==> src/rtl/alu_issue.sv <==
// Issue FSM for an external registered ALU: accepts one command, drives alu_*, captures the result.
// Optional build macro ALU_ISSUE_CHAIN_EN adds a last-result register usable as operand A.
module alu_issue #(
  parameter int WIDTH = 6
) (
  input  logic             clk,
  input  logic             rst,
  input  logic             cmd_valid,
  output logic             cmd_ready,
  input  logic [2:0]       cmd_op,
  input  logic [WIDTH-1:0] cmd_a,
  input  logic [WIDTH-1:0] cmd_b,
  input  logic             cmd_chain,
  output logic [2:0]       alu_op,
  output logic [WIDTH-1:0] alu_a,
  output logic [WIDTH-1:0] alu_b,
  input  logic [WIDTH-1:0] alu_c,
  input  logic [2:0]       alu_f,
  output logic             res_valid,
  input  logic             res_ready,
  output logic [WIDTH-1:0] res_c,
  output logic [2:0]       res_f,
  output logic             res_err
);

  typedef enum logic [1:0] {IDLE, ISSUE, WAIT, DONE} state_t;

  typedef struct packed {
    logic [2:0]       op;
    logic [WIDTH-1:0] a;
    logic [WIDTH-1:0] b;
  } alu_req_t;

  state_t     state;
  alu_req_t   req;
  logic       accept;
  logic       supported;

  assign accept    = cmd_valid && cmd_ready;
  assign supported = (cmd_op < 3'd6);

`ifdef ALU_ISSUE_CHAIN_EN
  logic [WIDTH-1:0] last_res;
  assign req.a = cmd_chain ? last_res : cmd_a;
`else
  logic unused_chain;
  assign unused_chain = cmd_chain;
  assign req.a = cmd_a;
`endif
  assign req.op = cmd_op;
  assign req.b  = cmd_b;

  always_ff @(posedge clk or posedge rst) begin
    if (rst) begin
      state     <= IDLE;
      cmd_ready <= 1'b1;
      alu_op    <= '0;
      alu_a     <= '0;
      alu_b     <= '0;
      res_valid <= 1'b0;
      res_c     <= '0;
      res_f     <= '0;
      res_err   <= 1'b0;
`ifdef ALU_ISSUE_CHAIN_EN
      last_res  <= '0;
`endif
    end else begin
      case (state)
        IDLE: begin
          if (accept) begin
            cmd_ready <= 1'b0;
            if (supported) begin
              alu_op <= req.op;
              alu_a  <= req.a;
              alu_b  <= req.b;
              state  <= ISSUE;
            end else begin
              // Unsupported opcode skips the ALU entirely and reports an error result.
              res_c     <= '0;
              res_f     <= '0;
              res_err   <= 1'b1;
              res_valid <= 1'b1;
              state     <= DONE;
            end
          end
        end
        ISSUE: state <= WAIT;
        WAIT: begin
          res_c     <= alu_c;
          res_f     <= alu_f;
          res_err   <= 1'b0;
          res_valid <= 1'b1;
`ifdef ALU_ISSUE_CHAIN_EN
          last_res  <= alu_c;
`endif
          state     <= DONE;
        end
        DONE: begin
          if (res_ready) begin
            res_valid <= 1'b0;
            cmd_ready <= 1'b1;
            state     <= IDLE;
          end
        end
        default: begin
          state     <= IDLE;
          cmd_ready <= 1'b1;
          res_valid <= 1'b0;
        end
      endcase
    end
  end

endmodule

==> config.mk <==
export PLATFORM = sky130hd
export DESIGN_NAME = alu_issue
export DESIGN_NICKNAME = d
export VERILOG_FILES = /design/src/rtl/alu_issue.sv
export SDC_FILE = /design/constraint.sdc
export NUM_CORES = 1
export LEC_CHECK = 0
export ABC_AREA = 1
export BUFFER_PORTS_ARGS = -buffer_cell sky130_fd_sc_hd__clkbuf_2
export CAP_MARGIN = 20
export CELL_PAD_IN_SITES_DETAIL_PLACEMENT = 0
export CELL_PAD_IN_SITES_GLOBAL_PLACEMENT = 1
export CORE_ASPECT_RATIO = 2
export CORE_MARGIN = 2
export CORE_UTILIZATION = 33
export DETAILED_ROUTE_END_ITERATION = 10
export HOLD_SLACK_MARGIN = 0.15
export PLACE_DENSITY_LB_ADDON = 0.1
export RECOVER_POWER = 25
export SLEW_MARGIN = 25
export SYNTH_ARGS = -nofsm -noshare
export SYNTH_HDL_FRONTEND = slang
export SYNTH_SLANG_ARGS = --single-unit
==> constraint.sdc <==
create_clock -name clk -period 1.8 [get_ports clk]
set_clock_uncertainty 0.1 [all_clocks]
set_input_delay 0.18 -clock clk [delete_from_list [all_inputs] [get_ports clk]]
set_output_delay 0.18 -clock clk [all_outputs]
set_load 0.05 [all_outputs]
======== Yosys cells after proc, flatten, opt, wreduce, memory -nomap -nowiden ========
Index checks and enable logic that the tools add are counted.
word-level totals
  bits in registers ....................... 29
  input port bits ......................... 29
  output and inout bits ................... 27
  logic and storage cells ................. 44
operators by class
  magnitude comparators ................... 1
  equal/unequal tests ..................... 6
  muxes and demuxes ....................... 18
  reductions and logical operators ........ 10
operators with widths
  operator                                                          count
  6-bit two-way mux                                                 2
  6-bit one-hot mux with 2 select lines                             1
  3-bit AND reduction                                               3
  2-bit one-hot mux with 4 select lines                             1
  2-bit two-way mux                                                 3
  3-bit two-way mux                                                 2
  2-bit inequality test (second input constant)                     3
  3-bit one-hot mux with 2 select lines                             1
  1-bit two-way mux                                                 5
  2-bit == test (second input constant)                             2
  1-bit one-hot mux with 2 select lines                             2
  4-bit AND reduction                                               1
  2-bit nonzero test                                                2
  3-bit < comparator (second input constant)                        1
  1-bit one-hot mux with 3 select lines                             1
  3-bit nonzero test                                                1
  2-bit by 1-bit == test with 1-bit output (second input constant)  1
  2-bit zero test                                                   1
  2-bit AND reduction                                               1
  1-bit logical AND                                                 1

======== Logic depth before layout (Yosys ltp) ========
  word-level depth ........................ 4
  mapped depth ............................ 8
  gate-level depth less buffers ........... 8

======== Worst setup path after synthesis ========
No wires, ideal clock.
  kind .................................... register to register
  from .................................... reg cmd_ready
  to ...................................... reg res_c[0]
  library setup time ...................... 0.119 ns
  data arrival time ....................... 1.189 ns
  data required time ...................... 1.581 ns
  path slack .............................. 0.392 ns
  cell stages (with the launch flop) ...... 8
  path buffers ............................ 0
  period minus slack after synthesis ...... 1.408 ns
  path through ............................ dfstp_2 > nand2_1 > nand2_1 > nand2_1 > inv_2 > nand2_2 > nand2_1 > nand2_1
on the way
  cells in the longest elaborated chain, start to end .. 3
RTL lines
  what                             line  text
  start, declared                  9     output logic cmd_ready,
  start signal, assigned           56    cmd_ready <= 1'b1;
  start signal, assigned           71    cmd_ready <= 1'b0;
  start signal, assigned           101   cmd_ready <= 1'b1;
  1-bit logical AND                39    assign accept = cmd_valid && cmd_ready;
  2-bit inequality test (no line)  n/a
  3-bit AND reduction (no line)    n/a
  end signal, assigned             89    res_c <= alu_c;
  end, declared                    21    output logic [WIDTH-1:0] res_c,
Every way passes these cells.
A chain may end at the register's enable or synchronous reset.

======== Worst setup path in the final report ========
  from .................................... reg state[1]
  to ...................................... reg res_c[0]
on the way
  cells in the longest elaborated chain, start to end .. 3
  elaborated cells between the ends (all ways) .. 7
  those cells by class .................... eq/ne: 3; mux: 1; reduce/logical: 3
RTL lines
  what                                                                   line  text
  start, declared                                                        34    state_t state;
  start signal, assigned                                                 55    state <= IDLE;
  start signal, assigned                                                 76    state <= ISSUE;
  start signal, assigned                                                 83    state <= DONE;
  2-bit == test or 2-bit zero test (tied branches)                       68    case (state)
  2-bit nonzero test (no line) or 2-bit inequality test (tied branches)  n/a
  3-bit AND reduction (no line)                                          n/a
Several ways; a longest one is shown, not always the timed one.

==> results.sh <==
export IMPL_run_status="completed"
export IMPL_power_ir_vdd_worst_mv=0.855
export IMPL_cts_root_buf="sky130_fd_sc_hd__clkbuf_8"
export IMPL_critical_path_arrival_ns=1.64
export IMPL_crit_reg2reg_launch="state[1]"
export IMPL_floorplan_core_area_um2=3760
export IMPL_htree_levels=2
export IMPL_gpl_final_weighted_congestion=0.754
export IMPL_reg2reg_to="res_c[0]"
export IMPL_post_cts_setup_inserts=0
export IMPL_power_density_nw_per_um2=1880
export IMPL_syn_cell_area_um2=1270
export IMPL_final_hold_viol_count=0
export IMPL_use_met1_pct=16.8
export IMPL_cts_buffers_inserted=5
export IMPL_cell_with_the_biggest_individual_delay_on_the_critical_path="sky130_fd_sc_hd__dfrtp_1"
export IMPL_std_cell_rows=32
export IMPL_synth_cells=149
export IMPL_n_fill_cell=412
export IMPL_timing_max_slew_rel_slack_pct=52.7
export IMPL_dpl_hpwl_um=1850
export IMPL_clock_sink_count=29
export IMPL_setup_worst_path_start_class="flip-flop"
export IMPL_route_final_wire_length_um=2810
export IMPL_synth_seq_cells=29
export IMPL_path_class="reg2reg"
export IMPL_final_period_utilization_pct=87.8
export IMPL_flow_area_growth_from_synthesis_pct=54.1
export IMPL_synth_cell_types=17
export IMPL_worst_endpoint_required_ns=1.86
export IMPL_worst_hold_startpoint="cmd_valid"
export IMPL_chipWidth_um=47.9
export IMPL_port_buffer_count=54
export IMPL_routed_via_density=4.15
export IMPL_drc=0
export IMPL_global_route_overflow_total=0
export IMPL_worst_hold_path_type="in2reg"
export IMPL_met3_usage_pct=4.33
export IMPL_grt_start_max_net_pins=31
export IMPL_maxCapViolations=0
export IMPL_worstSetupEndpointType="flip-flop"
export IMPL_antenna_found_initial=0
export IMPL_pin_count=56
export IMPL_grt_pass1_vias=1115
export IMPL_final_net_count=267
export IMPL_reg2reg_setup_slack_ns=0.22
export IMPL_antennaDiodeCount=0
export IMPL_grt_util_met2_pct=23.4
export IMPL_layout_cells_most_common="sky130_fd_sc_hd__clkbuf_2"
export IMPL_leakage_uw=0.00112
export IMPL_whs_endpoint="cmd_ready"
export IMPL_cts_tree="built"
export IMPL_grt_pass1_wl_um=4700
export IMPL_floorplan_initialDensity_pct=33.8
export IMPL_synth_fp_nets=182
export IMPL_report_final_setup_viol=0
export IMPL_max_freq_ghz=0.633
export IMPL_insertion_delay_ns=0.27
export IMPL_largest_cells_by_area_after_synthesis="sky130_fd_sc_hd__dfrtp_1 (55%), sky130_fd_sc_hd__nand2_1 (15%), sky130_fd_sc_hd__inv_1 (6.5%), sky130_fd_sc_hd__o21ai_1 (5.9%), sky130_fd_sc_hd__ha_1 (3.9%)"
export IMPL_final_max_slew_violation_count=0
export IMPL_worstPathCellList="inv_1 -> ha_1 -> nand2_1 -> nand2_1 -> inv_2 -> nand2_2 -> nand2_1 -> nand2_1"
export IMPL_worstRegToRegCells=8
export IMPL_synth_sequential_area_ratio_pct=57.1
export IMPL_grt_setup_unrepaired="no"
export IMPL_ctsResizeCount=0
export IMPL_post_dp_cell_area_um2=1600
export IMPL_max_clock_path_buffers=2
export IMPL_design_area_um2=1960
export IMPL_globalRoute_busiestLayer="met2"
export IMPL_finalWorstPathRequiredPeriod_ns=1.58
export IMPL_fp_dieH_um=91.8
export IMPL_dieArea_um2=4400
export IMPL_synth_avg_cell_area_um2=8.54
export IMPL_setup_total_negative_slack_ns=0
export IMPL_route_vias_total=1187
export IMPL_critical_path_max_fanout=11
export IMPL_cell_mode_on_critical_path="sky130_fd_sc_hd__nand2_1"
export IMPL_synthDominantCellAreaShare_pct=55.1
export IMPL_commonest_cells_after_routing_fill_and_taps_aside="sky130_fd_sc_hd__clkbuf_2 (55), sky130_fd_sc_hd__nand2_1 (51), sky130_fd_sc_hd__dfrtp_1 (28), sky130_fd_sc_hd__dlygate4sd3_1 (26), sky130_fd_sc_hd__inv_1 (22)"
export IMPL_synth_warnings=0
export IMPL_postRouteAntennaNets=0
export IMPL_netlist_top_cell_by_area="sky130_fd_sc_hd__dfrtp_1"
export IMPL_drive_above_1_share_pct=29.4
export IMPL_crit_path_max_incr_delay_ns=0.40
export IMPL_hold_path_cell_count=5
export IMPL_clkSlewWorstSetupHoldPaths_ns=0.06
export IMPL_drtPass1Iterations=3
export IMPL_average_detailed_routed_wire_length_per_instance_um=9.83
export IMPL_first_iter_violations=9
export IMPL_tightest_slew_ns=0.709
export IMPL_track_usage_pct=14.9
stage by stage:
step	instances	util [%]	hold slack [ns]	setup slack, ns	power, uW
after global placement	252	42.6	0.161	0.217	3090
after CTS	286	52.2	0.199	0.189	3750
after global routing	286	52.1	0.249	0.0313	3990
after floorplan	149	-	0.157	0.392	2670
after detailed placement	252	42.6	0.154	0.199	3120
final	286	52.1	0.208	0.220	3690
repair_timing:
| action | in CTS | in global routing |
|---|---|---|
| setup endpoints to repair | 0 | 0 |
| endpoints found under the hold margin | 53 | 0 |
| hold buffers | 26 | 0 |
metal layers:
metal / vias to the layer above / routed length, um
met5: - / 0
met4: 0 / 72
met3: 7 / 143
met2: 34 / 1420
met1: 519 / 1170
li1: 627 / -
sequential cells by signal (all words and copies together), names as in the netlist, 2 cells and up:
name,cells
alu_b,6
state,2
res_c,6
alu_op,3
alu_a,6
res_f,3
cells by family (layout without fill, tap and decap cells):
kind of cell | count (synthesis) | after routing | synth area share, %
DFF | 29 | 29 | 57.1
and+or+nand+nor | 68 | 68 | 21.9
adders and majority gates | 4 | 4 | 3.93
buffers and inverters | 28 | 114 | 8.95
AOI/OAI and AO/OA | 20 | 20 | 8.06
worst max path at each step:
stage,to,slack (ns),from,cells past startpoint
2_1_floorplan,res_c[0],0.39,cmd_ready,7
3_3_place_gp,res_c[0],0.22,state[0],8
3_5_place_dp,res_c[0],0.20,state[0],8
4_1_cts,res_c[0],0.19,state[1],8
5_1_grt,res_c[0],0.03,state[0],8
6_report,res_c[0],0.22,state[1],8
power breakdown:
group          leakage [uW]  internal (uW)  total, uW  switching (uW)
registers          0.000368            941       1090             150
logic              0.000701            518       2030            1510
clock network     0.0000542            345        574             229
synth_stat cells:
master and number:
sky130_fd_sc_hd__nand4_1 1, sky130_fd_sc_hd__o21ai_0 4, sky130_fd_sc_hd__o21bai_1 1, sky130_fd_sc_hd__ha_1 4, sky130_fd_sc_hd__nor2_1 3, sky130_fd_sc_hd__nand3b_1 1, sky130_fd_sc_hd__inv_1 22, sky130_fd_sc_hd__buf_4 1
sky130_fd_sc_hd__dfrtp_1 28, sky130_fd_sc_hd__o21ai_1 15, sky130_fd_sc_hd__or2_2 1, sky130_fd_sc_hd__nand2_1 51, sky130_fd_sc_hd__dfstp_2 1, sky130_fd_sc_hd__nand3_1 10, sky130_fd_sc_hd__nand2_2 1, sky130_fd_sc_hd__inv_2 1
sky130_fd_sc_hd__buf_2 4
cell type report:
cell class / instances / area (um2) / share of cell area, %
Tap cell: 51 / 63.8 / 3.25
Sequential cell: 29 / 727 / 37.1
Clock buffer: 7 / 96.3 / 4.91
Multi-Input combinational cell: 92 / 432 / 22.0
Inverter: 23 / 86.3 / 4.40
Clock inverter: 1 / 5.00 / 0.255
Timing Repair Buffer: 83 / 551 / 28.1
critical path, delay by kind of cell, from the launching register on:
family	cells	cell delay, ns
adders and majority gates	1	0.24
buffers and inverters	2	0.24
DFF	1	0.40
and+or+nand+nor	5	0.50
Power figures use the tool's default switching activity.
